`config.mk`:
```
export PLATFORM = sky130hd
export DESIGN_NAME = button_link_tx
export DESIGN_NICKNAME = d
export VERILOG_FILES = /design/src/rtl/button_link_tx.sv
export SDC_FILE = /design/constraint.sdc
export NUM_CORES = 1
export LEC_CHECK = 0
export ABC_AREA = 1
export CORE_ASPECT_RATIO = 0.9
export CORE_MARGIN = 2
export CORE_UTILIZATION = 58
export CTS_BUF_LIST = sky130_fd_sc_hd__clkbuf_16
export DETAILED_ROUTE_END_ITERATION = 8
export PLACE_DENSITY_LB_ADDON = 0.08
export SYNTH_ARGS = -nofsm -noshare
export SYNTH_HDL_FRONTEND = slang
export SYNTH_SLANG_ARGS = --single-unit
```
`constraint.sdc`:
```
create_clock -name clk -period 2.3 [get_ports clk]
set_input_delay 0.23 -clock clk [delete_from_list [all_inputs] [get_ports clk]]
set_output_delay 0.23 -clock clk [all_outputs]
set_load 0.02 [all_outputs]
```
`src/rtl/button_link_tx.sv`:
```
// Slave-side serializer: five synchronized button levels go out as start/payload/parity/stop frames
// on one idle-high wire. Define BUTTON_LINK_TWO_STOP_EN for an 11-bit frame with a second stop bit.
module button_link_tx #(
    parameter int CLKS_PER_BIT   = 868,
    parameter int REFRESH_CYCLES = 2500000,
    parameter int GAP_BITS       = 1
) (
    input  logic       clk,
    input  logic       reset,
    input  logic       enable,
    input  logic [4:0] btn_in,
    output logic       tx_out,
    output logic       busy,
    output logic [1:0] seq,
    output logic [7:0] frame_count
);
`ifdef BUTTON_LINK_TWO_STOP_EN
    localparam int FRAME_BITS = 11;
`else
    localparam int FRAME_BITS = 10;
`endif
    localparam int GAP_CYCLES = GAP_BITS * CLKS_PER_BIT;
    localparam int CYC_W      = $clog2(CLKS_PER_BIT);
    localparam int GAP_W      = $clog2(GAP_CYCLES);
    localparam int REF_W      = $clog2(REFRESH_CYCLES);

    typedef enum logic [1:0] {IDLE, SHIFT, GAP} state_t;
    state_t state_reg, state_next;

    logic [4:0]            btn_meta_reg, btn_sync_reg, last_sent_reg;
    logic [FRAME_BITS-1:0] shift_reg;
    logic [CYC_W-1:0]      cycle_cnt_reg;
    logic [3:0]            bit_cnt_reg;
    logic [GAP_W-1:0]      gap_cnt_reg;
    logic [REF_W-1:0]      refresh_cnt_reg;
    logic [1:0]            seq_reg;
    logic [7:0]            frame_count_reg;
    logic                  tx_out_reg, busy_reg;
    logic                  tx_out_next, busy_next;

    logic                  refresh_due, trigger, bit_done, last_bit, gap_done;
    logic [1:0]            seq_inc;
    logic [FRAME_BITS-1:0] frame_load;

    assign refresh_due = (refresh_cnt_reg == REF_W'(REFRESH_CYCLES - 1));
    assign trigger     = (state_reg == IDLE) && enable &&
                         ((btn_sync_reg != last_sent_reg) || refresh_due);
    assign bit_done    = (cycle_cnt_reg == CYC_W'(CLKS_PER_BIT - 1));
    assign last_bit    = (bit_cnt_reg == 4'(FRAME_BITS - 1));
    assign gap_done    = (gap_cnt_reg == GAP_W'(GAP_CYCLES - 1));
    assign seq_inc     = seq_reg + 2'd1;
    // Shifted out LSB first: start, buttons, seq, even parity, then one or two stop bits.
    assign frame_load  = {{(FRAME_BITS - 9){1'b1}}, ^{seq_inc, btn_sync_reg},
                          seq_inc, btn_sync_reg, 1'b0};

    always_ff @(posedge clk) begin
        if (reset) state_reg <= IDLE;
        else       state_reg <= state_next;
    end

    always_comb begin
        state_next = state_reg;
        case (state_reg)
            IDLE:    if (trigger) state_next = SHIFT;
            SHIFT:   if (bit_done && last_bit) state_next = GAP;
            GAP:     if (gap_done) state_next = IDLE;
            default: state_next = IDLE;
        endcase
    end

    // Outputs are computed for the coming cycle so tx_out and busy leave flops directly.
    always_comb begin
        tx_out_next = 1'b1;
        busy_next   = (state_next != IDLE);
        if (state_next == SHIFT) begin
            if (state_reg == IDLE) tx_out_next = 1'b0;
            else if (bit_done)     tx_out_next = shift_reg[1];
            else                   tx_out_next = shift_reg[0];
        end
    end

    always_ff @(posedge clk) begin
        if (reset) begin
            btn_meta_reg    <= '0;
            btn_sync_reg    <= '0;
            last_sent_reg   <= '0;
            shift_reg       <= '1;
            cycle_cnt_reg   <= '0;
            bit_cnt_reg     <= '0;
            gap_cnt_reg     <= '0;
            refresh_cnt_reg <= '0;
            seq_reg         <= '0;
            frame_count_reg <= '0;
            tx_out_reg      <= 1'b1;
            busy_reg        <= 1'b0;
        end else begin
            btn_meta_reg <= btn_in;
            btn_sync_reg <= btn_meta_reg;
            tx_out_reg   <= tx_out_next;
            busy_reg     <= busy_next;

            if (trigger || !enable)  refresh_cnt_reg <= '0;
            else if (!refresh_due)   refresh_cnt_reg <= refresh_cnt_reg + REF_W'(1);

            gap_cnt_reg <= (state_reg == GAP) ? gap_cnt_reg + GAP_W'(1) : '0;

            case (state_reg)
                IDLE: begin
                    cycle_cnt_reg <= '0;
                    bit_cnt_reg   <= '0;
                    if (trigger) begin
                        shift_reg       <= frame_load;
                        last_sent_reg   <= btn_sync_reg;
                        seq_reg         <= seq_inc;
                        frame_count_reg <= frame_count_reg + 8'd1;
                    end
                end
                SHIFT: begin
                    if (bit_done) begin
                        cycle_cnt_reg <= '0;
                        shift_reg     <= {1'b1, shift_reg[FRAME_BITS-1:1]};
                        bit_cnt_reg   <= bit_cnt_reg + 4'd1;
                    end else begin
                        cycle_cnt_reg <= cycle_cnt_reg + CYC_W'(1);
                    end
                end
                default: begin
                    cycle_cnt_reg <= '0;
                    bit_cnt_reg   <= '0;
                end
            endcase
        end
    end

    assign tx_out      = tx_out_reg;
    assign busy        = busy_reg;
    assign seq         = seq_reg;
    assign frame_count = frame_count_reg;

endmodule
```
# Yosys cells after proc, flatten, opt, wreduce, memory -nomap -nowiden
# Index checks and enable logic that the tools add are counted.
# op_classes
eq_ne,10
n_addsub,6
bitwise,3
reduce_logical,17
mux,9
# ops
cell,n
$add 22x1->22 const B,1
$eq 22x22->1 const B,1
$add 10x1->10 const B,2
$eq 10x10->1 const B,2
$mux 10,2
$pmux 10 s2,1
$add 8x1->8 const B,1
$reduce_or 2->1,4
$reduce_xor 7->1,1
$mux 2,3
$pmux 2 s3,1
$ne 5x5->1,1
$add 4x1->4 const B,1
$eq 2x1->1 const B,2
$eq 4x4->1 const B,1
$ne 2x2->1 const B,2
$reduce_bool 2->1,2
$logic_and 1x1->1,3
$not 1->1,3
$reduce_and 3->1,1
$reduce_or 3->1,1
$add 2x1->2 const B,1
$eq 2x2->1 const B,1
$logic_not 2->1,1
4 further kinds,6
# word_totals
wordCells,58
regBits,85
in_bits,8
out_inout_bits,12

# Longest topological paths before layout
# depth
ltp_word,8
mapped_depth,12
ltp_nobuf,11

# Worst setup path after synthesis
# Ideal clock, no wire load.
# synth_timing
kind,register to register
start,reg refresh_cnt_reg[0]
end,reg shift_reg[0]
period_less_slack_ps,1691
n_path_buf,2
required_time_ps,2166
t_arrival_ps,1558
path_stages_with_launch,11
setup_ps,134
slack_ps,609
cell_sequence,dfxtp_1 > ha_1 > nand3_1 > nor2_1 > nand3_4 > nand2_4 > nand2_2 > buf_6 > buf_6 > nand3_1 > nand3_1
# synth_via
elab_chain_len,5
# synth_rtl
item,line_no,rtl
from (decl),35,logic [REF_W-1:0] refresh_cnt_reg;
from (signal assigned),103,else if (!refresh_due) refresh_cnt_reg <= refresh_cnt_reg + REF_W'(1);
$eq 22x22->1,45,assign refresh_due = (refresh_cnt_reg == REF_W'(REFRESH_CYCLES - 1));
$logic_or 1x1->1,47,((btn_sync_reg != last_sent_reg) || refresh_due);
$logic_and 1x1->1,46,assign trigger = (state_reg == IDLE) && enable &&
$ne 2x2->1 (no line),--,
$reduce_and 3->1 (no line),--,
to (signal assigned),112,shift_reg <= frame_load;
to (signal assigned),121,"shift_reg <= {1'b1, shift_reg[FRAME_BITS-1:1]};"
to (decl),31,logic [FRAME_BITS-1:0] shift_reg;
# No other way between the ends.
# A chain may end at the register's enable or synchronous reset.

# Worst setup path in the final report
# layout_timing
start,reg refresh_cnt_reg[0]
end,reg shift_reg[3]
# Same word-level chain as after synthesis.

==> results.md <==
- Result of the run: complete, no violations
- Hold WC Path Type: input port to flop
- Fin area: between 4000 and 5000 µm²
- Distinct cell type count after synthesis: 28
- Xor and xnor fraction of the mapped netlist area: 0.05830
- Vias in the first global route: ~3,000
- DR vias/cell: between 4 and 5
- Average instance area after synthesis: approximately 7 µm²
- Total congestion overflow: 0
- Total clock sinks: 84
- Synthesized instance count: between 500 and 600
- Crit. End Element: flop
- Unrepaired setup endpoints after global routing: no
- Total cell area at the placement stage: roughly 4200 µm²
- Maximum number of pins on one net before global-route repair: 25
- Clock-pin slew of the registers on the worst-case setup and hold paths: 0.06 ns
- Least-Margin Pin Slew: about 0.57 ns
- Buffers from clock root to sink, at most: 2
- Max transition margin: 0.6185
- Reported leakage power: 0.001767 µW
- Chip width: just over 90 µm
- Period utilization: 0.8897
- Predominant post-synthesis flop cell: dfxtp_1
- Layout Area Growth over Synthesis: 14.13%
- Placeable core area: 6551 µm²
- Post-layout minimum cycle time: 2.046 ns
- Post-cts repair resize count: 0
- Count of endpoints failing setup in the final report: 0
- YS warnings: 0
- CTS tree: done
- Worst Skew: ~0.0055 ns
- Antenna diode count: 0
- Total number of H-tree levels: 3
- Clock root cell: clkbuf_16
- Logic depth of the worst register-to-register path: 10
- Via total after detailed routing: between 3,000 and 4,000
- Compound-Gate Fraction of Synth Area: 0.06983
- Post-synthesis simple-gate area fraction: 0.3203
- Antenna violations before repair: 0
- Initial DRC count: 127
- Mapped Nets: between 500 and 600
- Share of flip-flops with an asynchronous set or reset after synthesis: 0
- Maximum achievable frequency: ~500 MHz
- Cell area after synthesis: between 3000 and 4000 µm²
- Path type of the worst setup path: flop to flop
- Main combinational cell family by area after synthesis: simple AND/OR/NAND/NOR gates
- Mux cell area share after synthesis: 0
- Clock latency at the later pin of the worst-skew pair: 0.34 ns
- DPL Wire Length: 5.129 mm
- Fraction of layout cells with a size suffix above 1: 0.06496
- Worst Hold Margin: 0.4031 ns
- Power density over cell area: 753.0 nW/µm²
- Placer Congestion: just over 0.8
- Final routed DRC violation total: 0
- Number of buffers created by CTS: 9
- Count of maximum capacitance violations: 0
- Total Routed Length: 7.207 mm
- Max Transition Viols Final: 0
- Worst IR Drop VDD: slightly below 600 µV
- Fin. Hold Viols: 0
- Cts hold-fix bufs: 0
- Post-layout nets: roughly 590
- Global-route wire length before repair: around 13 mm
- Die footprint: 7408 µm²
- Overall global routing resource usage: 0.2156
- Number of flip-flops under the largest register name: 22
- Endpoint required time on the critical path: 2.57 ns
- Standard-cell rows: 28
- Post-CTS Setup Inserts: 0
- Accumulated negative setup slack: 0 ns
- Initial Utilization: 0.5963
- Sequential fraction of the synthesis area: 0.4305
- IO Port Bufs: 19
- Die Y: ~80 µm
- Average wire length per cell after detail routing: around 11 µm
- Top fanout value on the critical path: 15
- Hold Path Depth: 3
- Number of iterations in the first detailed-routing pass: 4
- Top-Level Pins: 20
- Synth Register Bits: 84
- Data arrival time of the critical path: approximately 2.3 ns
- Final antenna-violating net count: 0
- Post-synthesis adder-cell area fraction: 0.01922
- Number of flops mapped to enable cells by yosys: 0
- Startpoint Class: flop
==> metrics by stage <==
step | std cells | worst slack [ns] | util | power [µW]
floorplan | 555 | 0.6087 | - | 1966
global placement | 659 | 0.3704 | 0.6396 | 2085
detailed placement | 659 | 0.2866 | 0.6396 | 2094
CTS | 675 | 0.2438 | 0.6805 | 3391
global route | 675 | 0.03645 | 0.6805 | 3524
finish | 675 | 0.2536 | 0.6805 | 3357
==> critical path, stage by stage, from the launching register on <==
cell and delay [ns]:
dfxtp_1 0.37, ha_1 0.23, nand3_1 0.12, nor2_1 0.19
nand3_4 0.16, nand2_4 0.14, nand2_2 0.19, buf_4 0.25
nand2_2 0.16, nand2_1 0.09, nand3_1 0.08
==> synthesized netlist by cell type (3+ instances only) <==
library cell,number,area (µm²)
a21oi_1,22,110.1
buf_2,3,15.01
clkbuf_1,5,18.77
dfxtp_1,84,1682
ha_1,6,75.07
inv_1,84,315.3
inv_2,7,26.28
nand2_1,108,405.4
nand3_1,53,265.3
nand4_1,10,62.56
nor2_1,89,334.1
nor2_2,4,25.02
nor3_1,13,65.06
nor4_1,3,18.77
o21ai_0,16,80.08
o21bai_1,8,60.06
or2_2,3,18.77
xnor2_1,7,61.31
xor2_1,19,166.4
==> metal layers <==
metal | wire (µm) | global-route usage | vias up
li1 | - | - | 1784
met1 | 3521 | 0.2616 | 1466
met2 | 3356 | 0.3739 | 40
met3 | 223 | 0.06055 | 12
met4 | 106 | 0.07385 | 0
met5 | 0 | 0 | -
==> cell usage in the layout (no fill, tap or decap) <==
| cell | n |
|---|---|
| nand2_1 | 108 |
| nor2_1 | 89 |
| inv_1 | 84 |
| dfxtp_1 | 84 |
| nand3_1 | 53 |
| a21oi_1 | 22 |
| xor2_1 | 19 |
| clkdlybuf4s50_1 | 19 |
| o21ai_0 | 16 |
| nor3_1 | 13 |
| nand4_1 | 10 |
| clkbuf_16 | 9 |
| o21bai_1 | 8 |
| inv_2 | 7 |
| xnor2_1 | 7 |
| ha_1 | 6 |
| buf_4 | 5 |
| nor2_2 | 4 |
| nor4_1 | 3 |
| or2_2 | 3 |
| nand2_2 | 2 |
| clkinv_2 | 2 |
| clkinv_1 | 2 |
| nand3_4 | 1 |
| nand2_4 | 1 |
| nand3b_1 | 1 |
| a21oi_2 | 1 |
| a31oi_1 | 1 |
| nor3b_1 | 1 |
| o211ai_1 | 1 |
| inv_6 | 1 |
| clkinv_4 | 1 |
| clkinvlp_4 | 1 |
==> logic make-up (layout without fill, tap and decap cells) <==
| family | count (synthesis) | after routing |
|---|---|---|
| flip-flops | 84 | 84 |
| XOR/XNOR | 26 | 26 |
| buffers and inverters | 101 | 131 |
| AND/OR/NAND/NOR | 289 | 289 |
| AO/OA/AOI/OAI | 49 | 49 |
| adder cells (fa/ha/maj) | 6 | 6 |
==> final timing paths <==
check / startpoint / endpoint / slack [ns]
max: refresh_cnt_reg[0] / shift_reg[3] / 0.25
min: btn_in[0] / btn_meta_reg[0] / 0.40
min reg2reg: btn_meta_reg[2] / btn_sync_reg[2] / 0.40
max reg2reg: refresh_cnt_reg[0] / shift_reg[3] / 0.25
==> power breakdown <==
| group | internal (µW) | leakage (µW) | switching (µW) |
|---|---|---|---|
| Sequential | 1540 | 0.000684 | 61.6 |
| Clock | 724 | 0.000131 | 566 |
| Combinational | 182 | 0.000953 | 283 |
==> area by class of cell <==
class | instances | area (µm²)
Tap cell | 90 | 112.6
Clock inverter | 7 | 42.54
Inverter | 91 | 341.6
Timing Repair Buffer | 24 | 227.7
Clock buffer | 9 | 225.2
Fill cell | 566 | 2093
Multi-Input combinational cell | 370 | 1827
Sequential cell | 84 | 1682
(Power assumes the default switching activity.)
